**src/rtl/lcd_refresh_ctrl_if.sv**
```systemverilog
// lcd_refresh_ctrl_if: formatter handshake, LCD pins and status of the refresh controller
interface lcd_refresh_ctrl_if;
  logic enable;
  logic refresh_req;
  logic [7:0] char_in;
  logic [4:0] index;
  logic lcd_e;
  logic lcd_rs;
  logic lcd_rw;
  logic [7:0] lcd_data;
  logic init_done;
  logic busy;
  logic frame_done;
  modport master(input enable, refresh_req, char_in,
                 output index, lcd_e, lcd_rs, lcd_rw, lcd_data, init_done, busy, frame_done);
  modport slave(output enable, refresh_req, char_in,
                input index, lcd_e, lcd_rs, lcd_rw, lcd_data, init_done, busy, frame_done);
endinterface

```
**src/rtl/lcd_refresh_ctrl.sv**
```systemverilog
// lcd_refresh_ctrl: HD44780 init then continuous 32-char refresh from the display formatter
module lcd_refresh_ctrl #(
  parameter int T_PWR_CYC   = 750000,
  parameter int T_SETUP_CYC = 4,
  parameter int T_EN_CYC    = 25,
  parameter int T_CMD_CYC   = 2500,
  parameter int T_CLR_CYC   = 100000,
  parameter int T_FRAME_CYC = 2500000,
  parameter int FETCH_CYC   = 2
) (
  input logic clk,
  input logic rst,
  lcd_refresh_ctrl_if.master bus
);
  function automatic int imax(input int a, input int b);
    return a > b ? a : b;
  endfunction
  localparam int WR_CLR = T_SETUP_CYC + T_EN_CYC + T_CLR_CYC;
  localparam int WR_CMD = T_SETUP_CYC + T_EN_CYC + T_CMD_CYC;
  localparam int CW = $clog2(imax(imax(T_PWR_CYC, T_FRAME_CYC), imax(WR_CLR, WR_CMD)) + 1);
  localparam logic [CW-1:0] PWR_END   = CW'(T_PWR_CYC - 1);
  localparam logic [CW-1:0] E_ON      = CW'(T_SETUP_CYC);
  localparam logic [CW-1:0] E_OFF     = CW'(T_SETUP_CYC + T_EN_CYC);
  localparam logic [CW-1:0] CMD_END   = CW'(WR_CMD - 1);
  localparam logic [CW-1:0] CLR_END   = CW'(WR_CLR - 1);
  localparam logic [CW-1:0] GAP_END   = CW'(T_FRAME_CYC);
  localparam logic [CW-1:0] FETCH_END = CW'(FETCH_CYC - 1);
  typedef enum logic [2:0] {PWR_WAIT, INIT, ADDR, FETCH, WR, GAP} state_t;
  state_t state, state_d, ret, ret_d;
  logic [CW-1:0] cnt, cnt_d, wr_end;
  logic [1:0] step, step_d;
  logic [4:0] idx, idx_d;
  logic [7:0] data, data_d, cmd;
  logic e, e_d, rs, rs_d, done, done_d, fd, fd_d, pend, pend_d, gap_exp;
  assign cmd = step == 2'd0 ? 8'h38 : step == 2'd1 ? 8'h0C : step == 2'd2 ? 8'h06 : 8'h01;
  assign wr_end = (!rs && data == 8'h01) ? CLR_END : CMD_END;
  assign gap_exp = cnt == GAP_END;
  always_ff @(posedge clk or posedge rst) begin
    if (rst) begin
      state <= PWR_WAIT;
      ret   <= PWR_WAIT;
      cnt   <= '0;
      step  <= '0;
      idx   <= '0;
      data  <= '0;
      e     <= 1'b0;
      rs    <= 1'b0;
      done  <= 1'b0;
      fd    <= 1'b0;
      pend  <= 1'b0;
    end else begin
      state <= state_d;
      ret   <= ret_d;
      cnt   <= cnt_d;
      step  <= step_d;
      idx   <= idx_d;
      data  <= data_d;
      e     <= e_d;
      rs    <= rs_d;
      done  <= done_d;
      fd    <= fd_d;
      pend  <= pend_d;
    end
  end
  always_comb begin
    state_d = state;
    ret_d   = ret;
    cnt_d   = cnt + 1'b1;
    step_d  = step;
    idx_d   = idx;
    data_d  = data;
    rs_d    = rs;
    done_d  = done;
    fd_d    = 1'b0;
    pend_d  = pend | (bus.refresh_req & done);
    case (state)
      PWR_WAIT, INIT: if (state == INIT || cnt == PWR_END) begin
        state_d = WR;
        ret_d   = INIT;
        rs_d    = 1'b0;
        data_d  = cmd;
        cnt_d   = '0;
      end
      ADDR: begin
        state_d = WR;
        ret_d   = ADDR;
        rs_d    = 1'b0;
        data_d  = idx[4] ? 8'hC0 : 8'h80;
        cnt_d   = '0;
      end
      FETCH: if (cnt == FETCH_END) begin
        state_d = WR;
        ret_d   = FETCH;
        rs_d    = 1'b1;
        data_d  = bus.char_in;
        cnt_d   = '0;
      end
      WR: if (cnt == wr_end) begin
        cnt_d = '0;
        if (ret == INIT) begin
          step_d  = step + 2'd1;
          state_d = step == 2'd3 ? GAP : INIT;
          done_d  = step == 2'd3;
          cnt_d   = step == 2'd3 ? GAP_END : '0;
        end else if (ret == ADDR) begin
          state_d = FETCH;
        end else begin
          idx_d   = idx + 5'd1;
          fd_d    = idx == 5'd31;
          state_d = idx == 5'd31 ? GAP : idx == 5'd15 ? ADDR : FETCH;
        end
      end
      GAP: begin
        cnt_d = gap_exp ? cnt : cnt + 1'b1;
        // pending requests bypass the inter-frame gap
        if ((gap_exp || pend) && bus.enable) begin
          state_d = ADDR;
          idx_d   = '0;
          cnt_d   = '0;
          pend_d  = 1'b0;
        end
      end
      default: state_d = PWR_WAIT;
    endcase
    e_d = state_d == WR && cnt_d >= E_ON && cnt_d < E_OFF;
  end
  assign bus.index      = idx;
  assign bus.lcd_e      = e;
  assign bus.lcd_rs     = rs;
  assign bus.lcd_rw     = 1'b0;
  assign bus.lcd_data   = data;
  assign bus.init_done  = done;
  assign bus.busy       = state != GAP;
  assign bus.frame_done = fd;
endmodule

```
**src/flat_wrapper.sv**
```systemverilog
// flat-port wrapper written by rule: the top's interface ports become plain ports
module lcd_refresh_ctrl_flat 
#(
  parameter int T_PWR_CYC   = 750000,
  parameter int T_SETUP_CYC = 4,
  parameter int T_EN_CYC    = 25,
  parameter int T_CMD_CYC   = 2500,
  parameter int T_CLR_CYC   = 100000,
  parameter int T_FRAME_CYC = 2500000,
  parameter int FETCH_CYC   = 2
)
  (clk, rst, bus_enable, bus_refresh_req, bus_char_in, bus_index, bus_lcd_e, bus_lcd_rs, bus_lcd_rw, bus_lcd_data, bus_init_done, bus_busy, bus_frame_done);
  lcd_refresh_ctrl_if bus_i ();
  input logic clk;
  input logic rst;
  input wire logic [$bits(bus_i.enable)-1:0] bus_enable;
  input wire logic [$bits(bus_i.refresh_req)-1:0] bus_refresh_req;
  input wire logic [$bits(bus_i.char_in)-1:0] bus_char_in;
  output wire logic [$bits(bus_i.index)-1:0] bus_index;
  output wire logic [$bits(bus_i.lcd_e)-1:0] bus_lcd_e;
  output wire logic [$bits(bus_i.lcd_rs)-1:0] bus_lcd_rs;
  output wire logic [$bits(bus_i.lcd_rw)-1:0] bus_lcd_rw;
  output wire logic [$bits(bus_i.lcd_data)-1:0] bus_lcd_data;
  output wire logic [$bits(bus_i.init_done)-1:0] bus_init_done;
  output wire logic [$bits(bus_i.busy)-1:0] bus_busy;
  output wire logic [$bits(bus_i.frame_done)-1:0] bus_frame_done;
  assign bus_i.enable = bus_enable;
  assign bus_i.refresh_req = bus_refresh_req;
  assign bus_i.char_in = bus_char_in;
  assign bus_index = bus_i.index;
  assign bus_lcd_e = bus_i.lcd_e;
  assign bus_lcd_rs = bus_i.lcd_rs;
  assign bus_lcd_rw = bus_i.lcd_rw;
  assign bus_lcd_data = bus_i.lcd_data;
  assign bus_init_done = bus_i.init_done;
  assign bus_busy = bus_i.busy;
  assign bus_frame_done = bus_i.frame_done;
  lcd_refresh_ctrl #(.T_PWR_CYC(T_PWR_CYC), .T_SETUP_CYC(T_SETUP_CYC), .T_EN_CYC(T_EN_CYC), .T_CMD_CYC(T_CMD_CYC), .T_CLR_CYC(T_CLR_CYC), .T_FRAME_CYC(T_FRAME_CYC), .FETCH_CYC(FETCH_CYC)) u_core (.clk(clk), .rst(rst), .bus(bus_i));
endmodule
```
**config.mk**
```make
export PLATFORM = sky130hd
export DESIGN_NAME = lcd_refresh_ctrl_flat
export DESIGN_NICKNAME = d
export VERILOG_FILES = /design/src/rtl/lcd_refresh_ctrl_if.sv /design/src/rtl/lcd_refresh_ctrl.sv /design/src/flat_wrapper.sv
export SDC_FILE = /design/constraint.sdc
export NUM_CORES = 1
export LEC_CHECK = 0
export BUFFER_PORTS_ARGS = -buffer_cell sky130_fd_sc_hd__buf_2
export CELL_PAD_IN_SITES_DETAIL_PLACEMENT = 1
export CELL_PAD_IN_SITES_GLOBAL_PLACEMENT = 1
export CORE_ASPECT_RATIO = 1.75
export CORE_MARGIN = 1
export CORE_UTILIZATION = 45
export DETAILED_ROUTE_END_ITERATION = 16
export PLACE_DENSITY = 0.86
export SLEW_MARGIN = 20
export SYNTH_ARGS = -nofsm -noshare
export SYNTH_HDL_FRONTEND = slang
export SYNTH_SLANG_ARGS = --single-unit
```
**constraint.sdc**
```tcl
create_clock -name clk -period 4.02 [get_ports clk]
set_input_delay 0.804 -clock clk [delete_from_list [all_inputs] [get_ports clk]]
set_output_delay 0.804 -clock clk [all_outputs]
set_load 0.02 [all_outputs]
```
==> metrics.log <==
INFO  metric status = complete, no violations
INFO  metric layout_min_cycle_time = 2.96 ns
INFO  metric worst-slew-pin-transition = 1.01 ns
INFO  metric post-place-cells = 450
INFO  metric timing.max_cap.violations = 0
INFO  metric cp.required = 4.20 ns
INFO  metric timing.slew.headroom = 32.5%
INFO  metric criticalPathCategory = reg2reg
INFO  metric die-area = 0.00743 mm^2
INFO  metric final-setup-viol-count = 0
INFO  metric cp-end-kind = flip-flop
INFO  metric diodes = 0
INFO  metric cts_root_buf = clkbuf_16
INFO  metric avgRoutedWirePerCell = 20.3 um
INFO  metric grt_max_degree = 48
INFO  metric fp.dieH = 113 um
INFO  metric postCtsSetupBuffers = 0
INFO  metric power.density = 297 mW/mm^2
INFO  metric fmax = 337 MHz
INFO  metric synth-async-reset-ratio = 100%
INFO  metric clkLatencyLatePin = 0.30 ns
INFO  metric detail_route.first_pass.iterations = 4
INFO  metric antenna_found_initial = 0
INFO  metric dr_drc_count = 0
INFO  metric hold_path.class = reg2reg
INFO  metric io-pin-count = 31
INFO  metric layout-drive-gt1-share = 15.8%
INFO  metric grt_pass1_wl = 15000 um
INFO  metric drt_first_iter_violations = 132
INFO  metric synth_enable_flop_cells = 0
INFO  metric cts_max_level = 2
INFO  metric synthCells = 363
INFO  metric num_rows = 40
INFO  metric yosys_most_used_dff = dfrtp_1
INFO  metric fillCellCount = 832
INFO  metric syn_area_per_cell = 8.77 um^2
INFO  metric drt-vias-per-instance = 6.13
INFO  metric grt_pass1_vias = 2992
INFO  metric final_cells = 458
INFO  metric most-common-layout-cells = 47 x dfrtp_1, 33 x nor2_1, 29 x buf_2, 25 x nand2_1, 24 x nand3_1
INFO  metric yosysUniqueCellTypes = 66
INFO  metric grt_util_all_layers = 27.1%
INFO  metric clock_tree_from_tritoncts = done
INFO  metric footprint_of_the_flip_flops_and_latches = 0.00118 mm^2
INFO  metric synth_seq_cells = 47
INFO  metric synth-seq-area-share = 36.9%
INFO  metric fin_worst_skew = 0.00707 ns
INFO  metric synth-warning-count = 0
INFO  metric post_route_clock_period_utilization = 73.8%
INFO  metric globalRouteOverflowTotal = 0
INFO  metric ant_nets = 0
INFO  metric postLayoutCoreUtil = 51.0%
INFO  metric clockBufferDepth = 2
INFO  metric post_route_setup_tns = 0 ns
INFO  metric postSynthNetCount = 385
INFO  metric layout_stage_area_growth_over_the_synthesis_result = 9.83%
INFO  metric area_of_the_core_region = 0.00686 mm^2
INFO  metric worstPathArrival = 3.15 ns
INFO  metric mappedNetlistArea = 0.00318 mm^2
INFO  metric place.gp.congestion = 0.909
INFO  metric finish.net_count = 395
INFO  metric buffer_ports.inserted = 29
INFO  metric vdd_drop_max = 0.185 mV
INFO  metric hpwl = 7070 um
INFO  metric post_cts.resized_instances = 0
INFO  metric power.leakage = 1.53 nW
INFO  metric report.final.hold_viol_count = 0
INFO  metric chipWidth = 65.6 um
INFO  metric worstSetupStartpointType = flip-flop
INFO  metric layout_commonest_cell = dfrtp_1
INFO  metric initial_util = 46.4%
INFO  metric wl = 9300 um
INFO  metric multi_input_comb_area = 0.00181 mm^2
INFO  metric cts_num_sinks = 47
INFO  metric detailroute.via_count = 2807
INFO  metric finalMaxSlewViolations = 0
INFO  metric highest_fanout_seen_on_the_critical_path = 15
INFO  metric cts_hold_repair.buffers = 0
INFO  metric clk_pin_slew = 0.07 ns
INFO  metric tritoncts.num_buffers = 5
INFO  metric grt_setup_unrepaired = false
synthesized netlist by cell type (2+ instances only):
cell type	count	area share, %
and3_1	12	2.4
nand2b_1	4	0.79
a31oi_1	4	0.79
a31o_2	2	0.55
and4b_1	3	0.94
or4_1	2	0.47
nor3_1	12	1.9
a22oi_1	2	0.47
ha_1	10	3.9
or3_1	2	0.39
buf_1	3	0.35
inv_1	15	1.8
nor2_1	33	3.9
buf_4	2	0.47
nor4_2	3	1.2
a22o_1	2	0.55
nand3_1	24	3.8
xor2_1	7	1.9
nor2b_1	5	0.98
o21ai_1	4	0.63
xnor2_1	22	6.1
o21ai_0	21	3.3
nor4b_1	2	0.55
o22ai_1	3	0.59
a21oi_1	12	1.9
and4_1	3	0.83
nor4_1	3	0.59
nand2_1	25	2.9
o31ai_1	3	0.71
dfrtp_1	47	37
or2_2	2	0.39
o21bai_1	3	0.71
or4_4	2	0.71
nand3b_1	2	0.47
a211oi_1	3	0.71
nand4b_1	2	0.55
clkbuf_1	14	1.7
buf_6	3	1.1
buf_2	5	0.79
nand4_1	5	0.98
and2_1	5	0.98
where the power goes:
group	leakage [nW]	switching, mW	total, mW	internal, mW
sequential	0.524	0	0.473	0.473
combinational	0.921	0.0129	0.0172	0.00425
clock	0.0900	0.193	0.549	0.357
total	1.53	0.206	1.04	0.833
layer usage:
| layer | GRT usage, % | share of wire (%) | wire [um] |
|---|---|---|---|
| met4 | 20.0 | 7.1 | 663 |
| met5 | 0 | 0 | 0 |
| met1 | 25.5 | 34 | 3190 |
| met2 | 50.0 | 56 | 5180 |
| met3 | 4.74 | 2.9 | 269 |
cells by family (layout without fill, tap and decap cells):
logic type,after synthesis,in the layout,share of synthesized area (%)
and+or+nand+nor,159,159,28.3
AOI/OAI and AO/OA,71,71,15.1
DFF,47,47,36.9
buffers and inverters,42,53,6.09
xor gates and xnor gates,29,29,7.98
adders and majority gates,11,11,4.25
muxes,3,3,1.14
other,1,1,0.118
worst max-delay path, cell delays in order, from the launching register on:
cell and delay, ns:
dfrtp_1 0.45, inv_1 0.13, ha_1 0.14, nor4b_1 0.29, nand4_1 0.15, or4_4 0.49, a311oi_2 0.39, o211a_2 0.50
nor4bb_1 0.11, and4b_1 0.19
state kept, by name, summed over array words and instances (netlist names), 2 cells and up:
signal	flops
u_core.cnt	22
u_core.step	2
u_core.ret	2
u_core.bus.index	5
u_core.state	3
u_core.bus.lcd_data	8
metrics by stage:
stage          hold slack [ns]  setup slack [ns]  area [um^2]  power, mW
2_1_floorplan            0.485              1.56         3180      0.491
3_3_place_gp             0.474              1.14         3300      0.499
3_5_place_dp             0.516              1.09         3300      0.500
4_1_cts                  0.532              1.09         3500       1.05
5_1_grt                  0.551             0.911         3500       1.07
6_report                 0.529              1.06         3500       1.04
area by class of cell:
| type | count | area share, % |
|---|---|---|
| Multi-Input combinational cell | 274 | 51.9 |
| Sequential cell | 47 | 33.6 |
| Timing Repair Buffer | 30 | 4.37 |
| Clock buffer | 5 | 3.58 |
| Tap cell | 84 | 3.01 |
| Clock inverter | 3 | 1.93 |
| Inverter | 15 | 1.61 |
worst paths after layout:
path / slack (ns) / from / end / depth (start not counted)
worst max-delay path: 1.06 / u_core.cnt[1] / u_core.bus.lcd_e / 9
worst min-delay path: 0.53 / u_core.bus.lcd_data[5] / u_core.bus.lcd_data[5] / 2
worst max register to register: 1.06 / u_core.cnt[1] / u_core.bus.lcd_e / 9
worst min register to register: 0.53 / u_core.bus.lcd_data[5] / u_core.bus.lcd_data[5] / 2
max in group asynchronous: 2.63 / rst / u_core.cnt[11] / 2
min in group asynchronous: 0.74 / rst / u_core.bus.lcd_data[1] / 2
Note: power is estimated with default switching activity, not from simulation.
